===== src/rtl/mem_access_unit.sv =====
// Memory access stage: selects pc/alu_out address, runs a wait-state access, captures read data into ir or mdr.
// Latency: stall is high for WAIT_CYCLES+2 cycles per request; new ir/mdr is visible from the DONE cycle.
// Backpressure: stall holds the controller; requests seen in ACCESS or DONE are ignored, not queued.
module mem_access_unit #(
    parameter int ADDR_W      = 12,
    parameter int DATA_W      = 16,
    parameter int WAIT_CYCLES = 2
) (
    input  logic              clk,
    input  logic              rst,
    input  logic              mem_read,
    input  logic              mem_write,
    input  logic              i_or_d,
    input  logic              ir_write,
    input  logic [ADDR_W-1:0] pc,
    input  logic [ADDR_W-1:0] alu_out,
    input  logic [DATA_W-1:0] wdata,
    input  logic [DATA_W-1:0] mem_rdata,
    output logic [ADDR_W-1:0] mem_addr,
    output logic [DATA_W-1:0] mem_wdata,
    output logic              mem_en,
    output logic              mem_we,
    output logic [DATA_W-1:0] ir,
    output logic [DATA_W-1:0] mdr,
    output logic              stall,
    output logic              conflict
);

    typedef enum logic [1:0] {IDLE, ACCESS, DONE} state_t;

    // Counter is 4 bits wide: WAIT_CYCLES is limited to 0..15.
    localparam logic [3:0] WAIT_LD = 4'(WAIT_CYCLES);

    state_t            state_q, state_d;
    logic [3:0]        cnt_q, cnt_d;
    logic [ADDR_W-1:0] addr_q, addr_d;
    logic [DATA_W-1:0] wdata_q, wdata_d;
    logic [DATA_W-1:0] ir_q, ir_d;
    logic [DATA_W-1:0] mdr_q, mdr_d;
    logic              is_wr_q, is_wr_d;
    logic              dest_ir_q, dest_ir_d;
    logic              conflict_q, conflict_d;

    // Next-state, request capture, read-data capture and stall generation.
    always_comb begin
        state_d    = state_q;
        cnt_d      = cnt_q;
        addr_d     = addr_q;
        wdata_d    = wdata_q;
        ir_d       = ir_q;
        mdr_d      = mdr_q;
        is_wr_d    = is_wr_q;
        dest_ir_d  = dest_ir_q;
        conflict_d = conflict_q;
        stall      = 1'b0;
        unique case (state_q)
            IDLE: begin
                stall = mem_read | mem_write;
                if (mem_read | mem_write) begin
                    addr_d    = i_or_d ? alu_out : pc;
                    wdata_d   = wdata;
                    // A write always wins over a simultaneous read.
                    is_wr_d   = mem_write;
                    dest_ir_d = ir_write;
                    cnt_d     = WAIT_LD;
                    state_d   = ACCESS;
                    if (mem_read & mem_write) begin
                        conflict_d = 1'b1;
                    end
                end
            end
            ACCESS: begin
                stall = 1'b1;
                if (cnt_q == 4'd0) begin
                    state_d = DONE;
                    if (!is_wr_q) begin
                        if (dest_ir_q) begin
                            ir_d = mem_rdata;
                        end else begin
                            mdr_d = mem_rdata;
                        end
                    end
                end else begin
                    cnt_d = cnt_q - 4'd1;
                end
            end
            DONE: begin
                // The controller still presents the finished request here; ignore it.
                state_d = IDLE;
            end
            default: begin
                state_d = IDLE;
            end
        endcase
        if (rst) begin
            stall = 1'b0;
        end
    end

    // State and datapath registers; reset aborts any access in flight.
    always_ff @(posedge clk or posedge rst) begin
        if (rst) begin
            state_q    <= IDLE;
            cnt_q      <= 4'd0;
            addr_q     <= '0;
            wdata_q    <= '0;
            ir_q       <= '0;
            mdr_q      <= '0;
            is_wr_q    <= 1'b0;
            dest_ir_q  <= 1'b0;
            conflict_q <= 1'b0;
        end else begin
            state_q    <= state_d;
            cnt_q      <= cnt_d;
            addr_q     <= addr_d;
            wdata_q    <= wdata_d;
            ir_q       <= ir_d;
            mdr_q      <= mdr_d;
            is_wr_q    <= is_wr_d;
            dest_ir_q  <= dest_ir_d;
            conflict_q <= conflict_d;
        end
    end

    // Strobes decode straight from the state flop so reset drops them at once.
    assign mem_en    = (state_q == ACCESS);
    assign mem_we    = mem_en & is_wr_q;
    assign mem_addr  = addr_q;
    assign mem_wdata = wdata_q;
    assign ir        = ir_q;
    assign mdr       = mdr_q;
    assign conflict  = conflict_q;

endmodule


===== config.mk =====
export PLATFORM = sky130hd
export DESIGN_NAME = mem_access_unit
export DESIGN_NICKNAME = d
export VERILOG_FILES = /design/src/rtl/mem_access_unit.sv
export SDC_FILE = /design/constraint.sdc
export NUM_CORES = 1
export LEC_CHECK = 0
export CAP_MARGIN = 20
export CORE_MARGIN = 4
export CORE_UTILIZATION = 45
export CTS_CLUSTER_SIZE = 12
export DETAILED_ROUTE_END_ITERATION = 7
export PLACE_DENSITY_LB_ADDON = 0.2
export SETUP_SLACK_MARGIN = 0.3
export SYNTH_ARGS = -nofsm -noshare
export SYNTH_HDL_FRONTEND = slang
export SYNTH_SLANG_ARGS = --single-unit

===== constraint.sdc =====
create_clock -name clk -period 4 [get_ports clk]
set_input_delay 0.6 -clock clk [delete_from_list [all_inputs] [get_ports clk]]
set_output_delay 0.6 -clock clk [all_outputs]
set_load 0.03 [all_outputs]

# Word-level counts from Yosys, hierarchy flattened
# Index checks and enable logic that the tools add are counted.
# totals
word_cells,37
inputBits,62
output_inout_bits,64
register_bits,69
# classes
n_reduce_logical,9
n_addsub,1
n_eq_ne,4
muxes,9
bitwise,5
# op_table
op,n
$mux 12,1
$mux 4,2
$pmux 4 s2,1
$reduce_and 4->1,2
$reduce_and 3->1,2
$logic_not 4->1,1
$mux 2,2
$ne 2x2->1 const B,2
$pmux 2 s2,1
$reduce_and 2->1,2
$sub 4x1->4 const B,1
$and 1x1->1,2
$eq 2x1->1 const B,1
$logic_not 2->1,1
$ne 2x1->1 const B,1
$not 1->1,2
$pmux 1 s2,1
$reduce_bool 2->1,1
$mux 1,1
$or 1x1->1,1

# Logic depth before layout (Yosys ltp)
# depth
word_depth,3
depth_mapped,6
ltp_nobuf,5

# Least setup slack after synthesis
# Ideal clock, no wire load.
# synth_timing
path_kind,register to register
from,reg cnt_q[0]
to,"reg mdr_q[0], in the netlist mdr[0]"
synth_period_minus_slack_ps,2008
path_buffers,1
required_time_ps,3875
setup_slack_ps,1992
arrival_time_ps,1883
setup_time_ps,125
stages_incl_launch_ff,7
path_cell_list,dfrtp_1 inv_1 ha_1 or3b_4 nor4_4 buf_6 mux2_2
# synth_via
elab_chain_cells,2
# synth_lines
element,line,text
start: declaration,35,"logic [3:0] cnt_q, cnt_d;"
start signal: assignment,114,cnt_q <= cnt_d;
$logic_not 4->1,74,if (cnt_q == 4'd0) begin
$reduce_and 4->1 (no source line),n/a,
end signal: assignment,118,mdr_q <= mdr_d;
end: declaration,39,"logic [DATA_W-1:0] mdr_q, mdr_d;"
# No other way between the ends.
# A chain may end at the register's enable or synchronous reset.

# Worst setup path in the final report
# layout_timing
from,reg state_q[1]
to,out mem_we
# layout_via
elab_chain_cells,2
# layout_lines
element,line,text
start: declaration,34,"state_t state_q, state_d;"
start signal: assignment,113,state_q <= state_d;
$eq 2x1->1,126,assign mem_en = (state_q == ACCESS);
$and 1x1->1,127,assign mem_we = mem_en & is_wr_q;
end: declaration,22,"output logic mem_we,"
# No other way between the ends.

==> results.tsv <==
stage	metric	value	unit
placed_design	Area after DPL	0.00417	mm^2
sta	final max-slew violation count	0	
cells_and_area	final instance area	0.00443	mm^2
sta	setup TNS	0	ns
sta	Slew @ Worst Pin	1.08	ns
routing	DRT Pass-1 Iters	4	
global_routing	largest net degree at the start of global routing	30	
routing	DR iter-0 viols	44	
cells_and_area	Post-layout nets	384	
critical_path	startpoint types	flip-flop	
cts	H-tree levels	3	
sta	Worst Skew	0.00664	ns
die	core area	0.00603	mm^2
critical_path	CP Capture Type	output pin	
critical_path	Crit Path Class	flip-flop to output pin	
routing	residual DRC count	0	
cells_and_area	filler cell count	419	
cts	post_cts resized	0	
synthesis	Yosys cell types	28	
sta	RSZ-0062 raised after global routing	false	
synthesis	Seq/Total Area, Yosys	60.8	%
critical_path	Worst Path Max Fanout	7	
critical_path	Worst Path Required	3.40	ns
pwr	combinational share of power	51.8	%
cts	post-CTS setup buffers	0	
placed_design	Final HPWL DP	4980	um
global_routing	Total GRT Usage	19.1	%
outcome	status	completed	
synthesis	Synth Register Bits	69	
pwr	Flop pwr share	30.8	%
cts	Worst-path clk slew	0.07	ns
global_routing	initial antenna violation count	0	
cells_and_area	final core utilization	73.5	%
synthesis	syn avg cell area	15.1	um^2
sta	Final Hold Viols	0	
pwr	Leak	1.85	nW
sta	final setup fails	0	
routing	drt total wl	6900	um
pwr	Net Sw Frac	38.8	%
cts	Skew-Pair Late Insertion Delay	0.34	ns
synthesis	Synth Warn #	0	
routing	vias per inst	4.95	
routing	WL per Instance	17.2	um
run	Max-Cap Viols	0	
pwr	Clk pwr share	17.5	%
global_routing	total gr overflow	0	
sta	FMAX	372	MHz
sta	final critical-path required period	2.69	ns
cts	worst-case clock buffer depth	2	
global_routing	vias in the first global route	2189	
die	die width	87.4	um
die	die extent in y	87.4	um
die	num rows	28	
die	# IOs	126	
die	full die area	0.00765	mm^2
cells_and_area	P&R area growth vs syn	55.9	%
cts	CTS tree	yes	
global_routing	first-pass GRT wire length	10800	um
cells_and_area	n_diodes	0	
cts	cts bufs inserted	9	
pwr	Switch Pwr	0.00157	W
cts	Sink Count	69	
sta	final worst-path cycle share	67.3	%
synthesis	Mapped Area	0.00284	mm^2
synthesis	synthesized instance count	188	
sta	normalized max-slew margin	27.8	%
cells_and_area	layout cells sized above 1	30.8	%
routing	Routed Antenna Nets	0	
critical_path	Worst Path Arrival	2.09	ns
pwr	P_int	0.00248	W
pwr	peak supply drop	0.619	mV
routing	routed via count	1980	
pwr	Pwr Density	916	mW/mm^2
sta	Min Hold Slack	0.485	ns
worst_hold_path	HP Class	flip-flop to flip-flop	
cts	cts hold-fix bufs	0	
synthesis	syn_nets	252	
die	initial core utilization	47.1	%
cts	CTS Root Cell	clkbuf_8	
placed_design	routability congestion estimate	0.757	
placed_design	IO Port Bufs	125	
==> placed cells by master, fill, tap and decap left out, drive strengths merged <==
cell | netlist | layout
or4 | 1 | 1
mux2 | 73 | 73
o211ai | 1 | 1
clkinvlp | 0 | 1
or2 | 1 | 1
ha | 2 | 2
o21ai | 3 | 3
a22o | 1 | 1
a21oi | 1 | 1
o22ai | 1 | 1
nand2b | 1 | 1
clkbuf | 1 | 11
dfrtp | 69 | 69
or3b | 1 | 1
inv | 5 | 5
nand2 | 2 | 2
nor4 | 1 | 1
nor3b | 1 | 1
nor2 | 6 | 6
buf | 6 | 3
and2 | 1 | 1
a31o | 1 | 1
nor2b | 1 | 1
clkinv | 0 | 1
nor3 | 3 | 3
nand4b | 1 | 1
nand3 | 3 | 3
o31a | 1 | 1
bufinv | 0 | 3
clkdlybuf4s50 | 0 | 125
==> power by group through the flow <==
stage | registers [W] | logic [W] | clock network (W)
after floorplan | 0.00186 | 0.000623 | 0
after global routing | 0.00130 | 0.00221 | 0.000745
final | 0.00125 | 0.00210 | 0.000709
after detailed placement | 0.00126 | 0.00211 | 0
after global placement | 0.00124 | 0.00208 | 0
after CTS | 0.00125 | 0.00213 | 0.000723
==> cell type report <==
type                    instances  area (um^2)  area share (%)
inverters                       5         18.8           0.424
well taps                      75         93.8            2.12
clock inverters                 5          106            2.40
flip-flops and latches         69         1730            39.0
repair buffers                128         1270            28.8
multi-input cells             107         1060            23.9
clock buffers                  11          151            3.42
==> kinds of logic (layout without fill, tap and decap cells) <==
group                    Yosys count  in the layout  share of synthesized area (%)
AND/OR/NAND/NOR                   23             23                           5.20
AO/OA/AOI/OAI                      9              9                           2.11
multiplexers                      73             73                           28.9
buffers and inverters             12            149                           2.07
flip-flops                        69             69                           60.8
adder cells (fa/ha/maj)            2              2                          0.881
==> final timing paths <==
check	end	cells after the start	slack, ns	startpoint
worst max-delay path	mem_we	4	1.31	state_q[1]
worst min-delay path	conflict	1	0.48	conflict
worst max register to register	mdr[13]	5	1.50	cnt_q[0]
worst min register to register	conflict	1	0.48	conflict
max in group asynchronous	cnt_q[2]	3	2.72	rst
min in group asynchronous	ir[14]	2	0.59	rst
==> synthesized netlist by cell type <==
master,number,area share (%)
a31o_2,1,0.31
a22o_1,1,0.31
nor4_4,1,0.75
or4_1,1,0.26
inv_2,1,0.13
nand3_1,3,0.53
nand2b_1,1,0.22
and2_1,1,0.22
nor2b_1,1,0.22
ha_1,2,0.88
or3b_4,1,0.40
mux2_2,73,29
a21oi_1,1,0.18
o31a_1,1,0.31
clkbuf_1,1,0.13
o21ai_0,3,0.53
nor2_1,6,0.79
or2_2,1,0.22
o211ai_1,1,0.26
inv_1,4,0.53
o22ai_1,1,0.22
nand2_1,2,0.26
buf_2,5,0.88
nand4b_2,1,0.53
nor3b_1,1,0.26
buf_6,1,0.40
dfrtp_1,69,61
nor3_1,3,0.53
==> per-stage QoR <==
stage | setup WS (ns) | power [W] | std cells
global placement | 1.39 | 0.00332 | 384
floorplan | 1.66 | 0.00249 | 188
detailed placement | 1.37 | 0.00336 | 384
finish | 1.31 | 0.00406 | 400
CTS | 1.31 | 0.00410 | 400
global route | 1.23 | 0.00425 | 400
==> routing by layer <==
layer  vias to the layer above  global-route usage (%)  wire length (um)
li1                        934                       -                 -
met1                       963                    21.0              2660
met2                        72                    32.5              3470
met3                        11                    7.10               634
met4                         0                    9.21               136
met5                         -                       0                 0
==> critical path, stage by stage (launching register included) <==
cell and delay (ns):
dfrtp_1 0.45, nand2b_1 0.30, inv_2 0.19, and2_1 0.14, clkdlybuf4s50_1 0.66
==> registers in the layout, summed over array words and instances (netlist names) <==
name       flops
dest_ir_q      1
ir            16
cnt_q          4
mem_addr      12
state_q        2
mem_wdata     16
mdr           16
conflict       1
is_wr_q        1
Note: power is estimated with default switching activity, not from simulation.
